<file path="config.mk">
export PLATFORM = sky130hd
export DESIGN_NAME = noc_line_fill_engine
export DESIGN_NICKNAME = d
export VERILOG_FILES = /design/src/rtl/noc_pkg.sv /design/src/rtl/noc_line_collect.sv /design/src/rtl/noc_line_fill_engine.sv
export SDC_FILE = /design/constraint.sdc
export NUM_CORES = 2
export LEC_CHECK = 0
export ABC_AREA = 1
export BUFFER_PORTS_ARGS = -buffer_cell sky130_fd_sc_hd__buf_2
export CAP_MARGIN = 20
export CORE_AREA = 10 10 455 457
export CTS_CLUSTER_DIAMETER = 150
export DETAILED_ROUTE_END_ITERATION = 10
export DIE_AREA = 0 0 465 467
export PLACE_DENSITY = 0.52
export SKIP_LAST_GASP = 1
export SYNTH_ARGS = -nofsm -noshare
export SYNTH_HDL_FRONTEND = slang
export SYNTH_SLANG_ARGS = --single-unit
</file>
<file path="constraint.sdc">
create_clock -name clk_ctrl -period 49 [get_ports clk_ctrl]
set_clock_uncertainty 0.1 [all_clocks]
set_input_delay 9.8 -clock clk_ctrl [delete_from_list [all_inputs] [get_ports clk_ctrl]]
set_output_delay 9.8 -clock clk_ctrl [all_outputs]
set_load 0.005 [all_outputs]
</file>
<file path="src/rtl/noc_pkg.sv">
// Shared NoC definitions: packet codes, line-fill engine states and header packing.
// Destination coordinates fall back to tile (0,0) when the build does not define them.
`ifndef X_DRAM
`define X_DRAM 3'd0
`endif
`ifndef Y_DRAM
`define Y_DRAM 3'd0
`endif

package noc_pkg;

    localparam logic [3:0] MLOAD  = 4'd2;
    localparam logic [3:0] MSTORE = 4'd3;
    localparam logic [3:0] MPUT   = 4'd4;
    localparam logic [3:0] MGET   = 4'd5;

    typedef enum logic [2:0] {
        ST_IDLE,
        ST_HDR,
        ST_ADDR,
        ST_SRC,
        ST_DATA,
        ST_WAIT_FILL
    } lfe_state_t;

    function automatic logic [31:0] noc_hdr(
        input logic [3:0] code,
        input logic [2:0] sz,
        input logic [5:0] src,
        input logic [2:0] y,
        input logic [2:0] x
    );
        return {3'b000, 1'b1, code, 1'b0, src, 2'b00, 4'b0100, sz, 2'b00, y, x};
    endfunction

endpackage

</file>
<file path="src/rtl/noc_line_collect.sv">
// Refill line assembly: per-word registers, arrival mask and full detection.
// Words land in any order; a repeated word overwrites its data without touching the mask.
module noc_line_collect
    import noc_pkg::*;
#(
    parameter int WORDS_PER_LINE = 16
) (
    input  logic                            clk_ctrl,
    input  logic                            clk_ctrl_rst_high,
    input  logic                            clr,
    input  logic                            wr_en,
    input  logic [$clog2(WORDS_PER_LINE)-1:0] wr_idx,
    input  logic [31:0]                     wr_data,
    output logic [32*WORDS_PER_LINE-1:0]    line,
    output logic                            full,
    output logic                            completes
);

    localparam int IDX_W = $clog2(WORDS_PER_LINE);

    logic [WORDS_PER_LINE-1:0] mask_reg;
    logic [WORDS_PER_LINE-1:0] mask_next;
    logic [WORDS_PER_LINE-1:0] wr_bit;

    assign wr_bit    = wr_en ? (WORDS_PER_LINE'(1) << wr_idx) : '0;
    assign full      = &mask_reg;
    assign completes = wr_en && (&(mask_reg | wr_bit)) && !full;

    // A clear that coincides with a write keeps that write's bit.
    always_comb begin
        mask_next = mask_reg | wr_bit;
        if (clr) begin
            mask_next = wr_bit;
        end
    end

    always_ff @(posedge clk_ctrl or posedge clk_ctrl_rst_high) begin
        if (clk_ctrl_rst_high) begin
            mask_reg <= '0;
        end else begin
            mask_reg <= mask_next;
        end
    end

    genvar gi;
    generate
        for (gi = 0; gi < WORDS_PER_LINE; gi++) begin : g_word
            logic [31:0] word_reg;
            always_ff @(posedge clk_ctrl or posedge clk_ctrl_rst_high) begin
                if (clk_ctrl_rst_high) begin
                    word_reg <= '0;
                end else if (wr_en && (wr_idx == IDX_W'(gi))) begin
                    word_reg <= wr_data;
                end
            end
            assign line[32*gi +: 32] = word_reg;
        end
    endgenerate

endmodule

</file>
<file path="src/rtl/noc_line_fill_engine.sv">
// Cache-line transfer engine: emits MGET/MPUT packets on a 32-bit stream and
// collects refill words from the NoC write port, re-issuing a refill that times out.
`ifndef X_DRAM
`define X_DRAM 3'd0
`endif
`ifndef Y_DRAM
`define Y_DRAM 3'd0
`endif

module noc_line_fill_engine
    import noc_pkg::*;
#(
    parameter int          WORDS_PER_LINE = 16,
    parameter logic [31:0] LOCAL_BASE_W   = 32'h1000,
    parameter logic [2:0]  X_DRAM         = `X_DRAM,
    parameter logic [2:0]  Y_DRAM         = `Y_DRAM,
    parameter int          TIMEOUT_CYC    = 4096
) (
    input  logic                          clk_ctrl,
    input  logic                          clk_ctrl_rst_high,
    input  logic [5:0]                    HsrcId,
    input  logic [31:0]                   mem_req_addr,
    input  logic [32*WORDS_PER_LINE-1:0]  mem_req_data,
    input  logic                          mem_req_rw,
    input  logic                          mem_req_valid,
    output logic                          mem_req_ready,
    output logic [32*WORDS_PER_LINE-1:0]  mem_data_data,
    output logic                          mem_data_ready,
    input  logic                          stream_out_TREADY,
    output logic                          stream_out_TVALID,
    output logic [31:0]                   stream_out_TDATA,
    output logic [3:0]                    stream_out_TKEEP,
    output logic                          stream_out_TLAST,
    input  logic [31:0]                   mem_addr,
    input  logic [31:0]                   mem_wdata,
    input  logic                          mem_wstrb,
    input  logic                          mem_valid,
    output logic                          stray_wr,
    output logic                          fill_timeout
);

    localparam int          LINE_W   = 32 * WORDS_PER_LINE;
    localparam int          IDX_W    = $clog2(WORDS_PER_LINE);
    localparam int          CNT_W    = (TIMEOUT_CYC > 0) ? $clog2(TIMEOUT_CYC + 1) : 1;
    localparam logic [31:0] OFF_MASK = 32'(4 * WORDS_PER_LINE - 1);
    localparam logic [2:0]  WB_SZ    = 3'(WORDS_PER_LINE / 4);

    lfe_state_t        state_reg, state_next;
    logic [IDX_W-1:0]  beat_reg, beat_next;
    logic [CNT_W-1:0]  cnt_reg, cnt_next;
    logic [31:0]       addr_reg;
    logic              rw_reg;
    logic [LINE_W-1:0] data_reg;
    logic [5:0]        src_reg;
    logic              stray_reg;

    logic              in_wr;
    logic              col_wr;
    logic              col_clr;
    logic              col_full;
    logic              col_completes;
    logic              timeout_hit;
    logic              last_beat;
    logic [31:0]       data_word;
    logic              unused_addr_bits;

    assign in_wr            = mem_valid && mem_wstrb;
    assign col_wr           = in_wr && (state_reg == ST_WAIT_FILL);
    assign data_word        = data_reg[{beat_reg, 5'd0} +: 32];
    assign mem_req_ready    = (state_reg == ST_IDLE);
    assign stray_wr         = stray_reg;
    assign unused_addr_bits = ^mem_addr[31:IDX_W];

    // A write that completes the line in the timeout cycle suppresses the re-issue.
    assign timeout_hit = (TIMEOUT_CYC != 0) && (state_reg == ST_WAIT_FILL)
                         && (cnt_reg == CNT_W'(TIMEOUT_CYC)) && !col_full && !col_completes;

    always_comb begin
        state_next        = state_reg;
        beat_next         = beat_reg;
        cnt_next          = cnt_reg;
        col_clr           = 1'b0;
        last_beat         = 1'b0;
        mem_data_ready    = 1'b0;
        fill_timeout      = 1'b0;
        stream_out_TVALID = 1'b0;
        stream_out_TDATA  = 32'h0;
        stream_out_TLAST  = 1'b0;
        case (state_reg)
            ST_IDLE: begin
                if (mem_req_valid) begin
                    state_next = ST_HDR;
                end
            end
            ST_HDR: begin
                stream_out_TVALID = 1'b1;
                stream_out_TDATA  = noc_hdr(rw_reg ? MPUT : MGET, rw_reg ? WB_SZ : 3'd1,
                                            src_reg, Y_DRAM, X_DRAM);
                if (stream_out_TREADY) begin
                    state_next = ST_ADDR;
                end
            end
            ST_ADDR: begin
                stream_out_TVALID = 1'b1;
                stream_out_TDATA  = addr_reg;
                if (stream_out_TREADY) begin
                    state_next = ST_SRC;
                end
            end
            ST_SRC: begin
                stream_out_TVALID = 1'b1;
                stream_out_TDATA  = (addr_reg >> 2) + LOCAL_BASE_W;
                if (stream_out_TREADY) begin
                    state_next = ST_DATA;
                    beat_next  = '0;
                end
            end
            ST_DATA: begin
                last_beat         = !rw_reg || (beat_reg == IDX_W'(WORDS_PER_LINE - 1));
                stream_out_TVALID = 1'b1;
                stream_out_TDATA  = rw_reg ? data_word : 32'h0;
                stream_out_TLAST  = last_beat;
                if (stream_out_TREADY) begin
                    if (!last_beat) begin
                        beat_next = beat_reg + 1'b1;
                    end else if (rw_reg) begin
                        mem_data_ready = 1'b1;
                        state_next     = ST_IDLE;
                    end else begin
                        col_clr    = 1'b1;
                        cnt_next   = '0;
                        state_next = ST_WAIT_FILL;
                    end
                end
            end
            ST_WAIT_FILL: begin
                if (col_full) begin
                    mem_data_ready = 1'b1;
                    state_next     = ST_IDLE;
                end else if (timeout_hit) begin
                    fill_timeout = 1'b1;
                    col_clr      = 1'b1;
                    state_next   = ST_HDR;
                end else begin
                    cnt_next = cnt_reg + 1'b1;
                end
            end
            default: begin
                state_next = ST_IDLE;
            end
        endcase
        stream_out_TKEEP = stream_out_TVALID ? 4'hF : 4'h0;
    end

    always_ff @(posedge clk_ctrl or posedge clk_ctrl_rst_high) begin
        if (clk_ctrl_rst_high) begin
            state_reg <= ST_IDLE;
            beat_reg  <= '0;
            cnt_reg   <= '0;
            addr_reg  <= '0;
            rw_reg    <= 1'b0;
            data_reg  <= '0;
            src_reg   <= '0;
            stray_reg <= 1'b0;
        end else begin
            state_reg <= state_next;
            beat_reg  <= beat_next;
            cnt_reg   <= cnt_next;
            stray_reg <= in_wr && (state_reg != ST_WAIT_FILL);
            if (mem_req_valid && (state_reg == ST_IDLE)) begin
                addr_reg <= mem_req_addr & ~OFF_MASK;
                rw_reg   <= mem_req_rw;
                data_reg <= mem_req_data;
                src_reg  <= HsrcId;
            end
        end
    end

    noc_line_collect #(
        .WORDS_PER_LINE(WORDS_PER_LINE)
    ) u_collect (
        .clk_ctrl          (clk_ctrl),
        .clk_ctrl_rst_high (clk_ctrl_rst_high),
        .clr               (col_clr),
        .wr_en             (col_wr),
        .wr_idx            (mem_addr[IDX_W-1:0]),
        .wr_data           (mem_wdata),
        .line              (mem_data_data),
        .full              (col_full),
        .completes         (col_completes)
    );

endmodule

</file>
Word-level counts from Yosys, hierarchy flattened. Cells that the tools add are included.

Bits in registers: 1094. Input port bits: 621. Word-level logic and storage cells: 145.

Add/subtract/negate cells: 3. Equal/unequal tests: 34. Shifts and indexed selects: 2. Muxes and demuxes: 41. Bitwise gates (word level): 1. Reductions and logical operators: 39.

Operators with widths (count): $shiftx 512x10->32 (1); $pmux 32 s4 (1); $mux 13 (5); $eq 4x4->1 const B (9); $mux 16 (2); $mux 32 (1); $reduce_and 16->1 (2); $add 30x13->31 const B (1); $mux 3 (10); $pmux 13 s2 (1); $logic_and 1x1->1 (25); $ne 2x2->1 const B (10); $pmux 3 s6 (1); $eq 4x3->1 const B (4); $mux 4 (4); $or 16x16->16 (1); $shl 1x4->16 const A (1); $add 13x1->13 const B (1); $eq 13x13->1 const B (1); $mux 1 (13); $eq 4x2->1 const B (2); $pmux 4 s2 (1); $reduce_and 7->1 (1); $eq 3x2->1 const B (2); 15 further kinds (20).

Depth between registers and ports, before layout.
Word-level depth: 13. Depth in mapped cells: 14. Mapped depth without buffers: 13.

Cells and area by module. Synthesis repeated with hierarchy kept, for this count alone.

Cell total of the unflattened synthesis: 5027. Area total of the unflattened synthesis: 47053.9 µm².

By module, submodules not included: noc_line_fill_engine (times used 1, cells each 3186, area an instance 28096.9 µm², sequential area each 14163.6 µm²); noc_line_collect (times used 1, cells each 1841, area an instance 18956.9 µm², sequential area each 13212.7 µm²).

Least setup slack after synthesis. OpenSTA, ideal clock, no wires.

Path type: in2out. Start: in mem_valid. End: out fill_timeout. Arrival time: 10.810 ns. Data required time: 39.100 ns. Setup slack: 28.290 ns. Cell stages on the path: 10. Path buffers: 1. Path through: nand2_1 > nor2_8 > buf_6 > nand2_1 > nand2_1 > nand2_1 > nor2_1 > nand2_1 > o21bai_4 > inv_1.

Word-level cells in the longest chain between the ends: 12.

Ends and longest elaborated chain: start, declared (line noc_line_fill_engine.sv:37) `input logic mem_valid,`; $logic_and 1x1->1 * (line noc_line_fill_engine.sv:67) `assign in_wr = mem_valid && mem_wstrb;`; $logic_and 1x1->1 * (line noc_line_fill_engine.sv:68) `assign col_wr = in_wr && (state_reg == ST_WAIT_FILL);`; $mux 16 (line noc_line_collect.sv:25) `assign wr_bit = wr_en ? (WORDS_PER_LINE'(1) << wr_idx) : '0;`; $or 16x16->16 (line noc_line_collect.sv:27) `assign completes = wr_en && (&(mask_reg | wr_bit)) && !full;`; $reduce_and 16->1 (line noc_line_collect.sv:27); $logic_and 1x1->1 * (2 in series) (line noc_line_collect.sv:27); $logic_not 1->1 * (line noc_line_fill_engine.sv:76) `&& (cnt_reg == CNT_W'(TIMEOUT_CYC)) && !col_full && !col_completes;`; $logic_and 1x1->1 * (line noc_line_fill_engine.sv:76); $mux 1 * (line noc_line_fill_engine.sv:140) `end else if (timeout_hit) begin`; $mux 1 * (line noc_line_fill_engine.sv:137) `if (col_full) begin`; $mux 1 * (line noc_line_fill_engine.sv:89) `case (state_reg)`; end, declared (line noc_line_fill_engine.sv:39) `output logic fill_timeout`.

Every way passes the cells marked *; elsewhere a longest branch is shown, timed or not.

Worst setup path in the final report. Same ends and word-level chain as after synthesis.

==> impl_results.md <==
- RSZ-0062 raised after global routing: no
- Post-route setup TNS: 0 ns
- GR Util met1: 20.8%
- Initial drt markers: 2996
- PwrDens: 59.0 mW/mm2
- Root Buffer: clkbuf_16
- Yosys reg bits: 1094
- Sequential area share after synthesis: 60.2%
- Total GRT Usage: 18.0%
- DP Area: 0.0539 mm2
- GR Util met3: 5.98%
- Post-Syn Area: 0.0455 mm2
- EDFF count, synth: 0
- GR met2 Demand/Resource: 31.4%
- Final hold vios: 0
- Drt via density: 4.55
- Slew Limit Fails: 0
- Skew-Pair Late Insertion Delay: 0.77 ns
- Finished layout cell area: 0.0584 mm2
- Num Clock Sinks: 1094
- Endpoint type of the worst setup path: primary output
- Core area: 0.198 mm2
- Req. time, crit path: 39.10 ns
- DRC Markers: 0
- Avg WL per Cell: 24.4 um
- Share of cells above drive strength 1: 32.6%
- WP data arrival: 11.81 ns
- Antenna violations before repair: 102
- Clock buffer depth: 3
- Total global routing overflow: 0
- CTS Hold Buffers Added: 0
- Number of global-route vias before repair: 38053
- Max FO, Critical Path: 66
- Min-Delay Path Class: reg -> reg
- Worst-Margin Slew: 1.20 ns
- Global route hottest layer: met2
- Final min period: 21.71 ns
- HPWL Detailed: 155000 um
- Clock transition at path regs: 0.06 ns
- Slew HR: 19.8%
- Yosys warning total: 0
- Layout fillers: 21127
- Routability cong.: 0.842
- CTS tree: done
- Synth unique cells: 41
- Post-Synthesis Cells: 4546
- Total Wirelength: 204000 um
- Leak: 28.6 nW
- Fmax: 46.1 MHz
- Die Height: 467 um
- Port-buffer cells: 1140
- Async set or reset register ratio after synthesis: 100%
- Syn Area/Cell: 10.0 um2
- Syn Nets: 5171
- Post-CTS Resized: 0
- Ys flop type: dfrtp_1
- Startpoint types: input pin
- Die area: 0.217 mm2
- Synth-to-layout area growth: 28.2%
- Total CTS buffers: 131
- Run status: finished clean
- IO Count: 1175
- Final setup fails: 0
- Vias: 37998
- Initial Util: 22.9%
- First-pass GRT wire length: 286000 um
- Total of max-cap violations: 0
- DRT Pass-1 Iters: 6
- Die X-Extent: 465 um
- Final antenna-violating net count: 0
- Largest net degree at the start of global routing: 162
- Final #Nets: 6186
- H-Tree Depth: 4
- Number of setup buffers added after CTS: 0
- Worst vdd rail ir drop: 0.0373 mV
- Kind of critical path: in -> out
- Final cycle utilization of the critical path: 44.3%
- Std-Cell Rows: 164
## cell usage in the layout, fill, tap and decap left out, types with 4 or more instances in the layout
cell type,instances
a21oi_1,265
o21ai_0,773
ha_1,4
o211ai_1,41
nand2_2,17
clkbuf_16,132
buf_2,1140
nand3_1,109
inv_6,7
xor2_1,7
nor3_1,9
buf_12,4
nand2_1,771
bufinv_16,8
inv_2,4
clkinv_2,10
nand4_1,26
inv_1,245
o221ai_1,9
a31oi_1,4
o22ai_1,55
dfrtp_1,1090
clkbuf_8,23
o21ai_1,13
diode_2,37
o2111ai_1,16
buf_4,75
mux2_2,390
nor2_1,329
clkbuf_1,39
## worst max-delay path, cell delays in order
cell and delay [ns]:
buf_2 0.09, nand2_1 0.17, nor2_8 0.40, nand2_2 0.07, buf_4 0.34, nand2_1 0.14, nand2_1 0.06, nor2_1 0.09
nand2_1 0.10, o21bai_4 0.28, inv_1 0.07, buf_2 0.17
## logic make-up after synthesis
logic type	Yosys count	synth area share [%]
xor gates and xnor gates	8	0.154
and+or+nand+nor	1273	11.1
muxes	392	9.69
AOI/OAI and AO/OA	1185	13.7
DFF	1094	60.2
buffers and inverters	590	5.09
adders and majority gates	4	0.110
## where the power goes
group	internal, mW	switching (mW)
logic	0.402	0.753
registers	1.16	0.137
clock network	0.580	0.407
## routing by layer
layer  wire (um)  vias to the layer above
li1            -                    17369
met1       78500                    18649
met2      101000                     1467
met3       16700                      391
met4        6830                      122
met5         782                        -
## cells in the mapped netlist, types with 2 or more instances
cell type | n | area share [%]
nor2_1 | 331 | 2.7
mux2_2 | 390 | 9.7
buf_1 | 43 | 0.35
o31ai_1 | 2 | 0.033
o21ai_1 | 11 | 0.12
o2111ai_1 | 16 | 0.31
ha_1 | 4 | 0.11
o211ai_1 | 41 | 0.68
xor2_1 | 7 | 0.13
o22ai_1 | 55 | 0.76
or2_2 | 2 | 0.027
nor4_1 | 2 | 0.027
o21ai_0 | 775 | 8.5
dfrtp_1 | 1094 | 60
nand4_1 | 26 | 0.36
inv_1 | 250 | 2.1
clkbuf_1 | 236 | 1.9
inv_2 | 2 | 0.017
nand3_1 | 110 | 1.2
nand2_1 | 788 | 6.5
buf_4 | 4 | 0.066
a31oi_1 | 4 | 0.055
a21oi_1 | 265 | 2.9
o221ai_1 | 9 | 0.17
buf_2 | 52 | 0.57
nor3_1 | 9 | 0.099
mux2i_1 | 2 | 0.044
buf_6 | 3 | 0.074
## per-stage QoR
| stage | setup WS (ns) | std cells | utilization [%] | power, mW | hold slack (ns) |
|---|---|---|---|---|---|
| floorplan | 8.30 | 4546 | - | 1.93 | 0.374 |
| global placement | 27.20 | 8081 | 27.2 | 2.49 | 0.361 |
| detailed placement | 27.25 | 8084 | 27.2 | 2.52 | 0.368 |
| CTS | 27.26 | 8317 | 29.4 | 3.53 | 0.382 |
| global route | 27.11 | 8331 | 29.4 | 3.65 | 0.395 |
| finish | 27.29 | 8354 | 29.4 | 3.44 | 0.378 |
## cell type report
| cell class | instances | area, um2 | area share (%) |
|---|---|---|---|
| clock buffers | 194 | 3770 | 6.45 |
| clock inverters | 39 | 591 | 1.01 |
| repair buffers | 1220 | 6360 | 10.9 |
| diodes | 37 | 92.6 | 0.159 |
| multi-input cells | 2862 | 15900 | 27.2 |
| inverters | 252 | 958 | 1.64 |
| flip-flops and latches | 1094 | 27400 | 46.9 |
| well taps | 2656 | 3320 | 5.69 |
## path summary, 6_finish.rpt
kind	startpoint	end	slack (ns)	depth (start not counted)
min in group asynchronous	clk_ctrl_rst_high	u_collect.g_word[9].word_reg[3]	9.06	2
max reg2reg	state_reg[0]	data_reg[76]	42.36	11
max in group asynchronous	clk_ctrl_rst_high	data_reg[50]	35.94	6
min reg2reg	u_collect.g_word[13].word_reg[19]	u_collect.g_word[13].word_reg[19]	0.38	2
min	u_collect.g_word[13].word_reg[19]	u_collect.g_word[13].word_reg[19]	0.38	2
max	mem_valid	fill_timeout	27.29	12
Power figures use the tool's default switching activity.
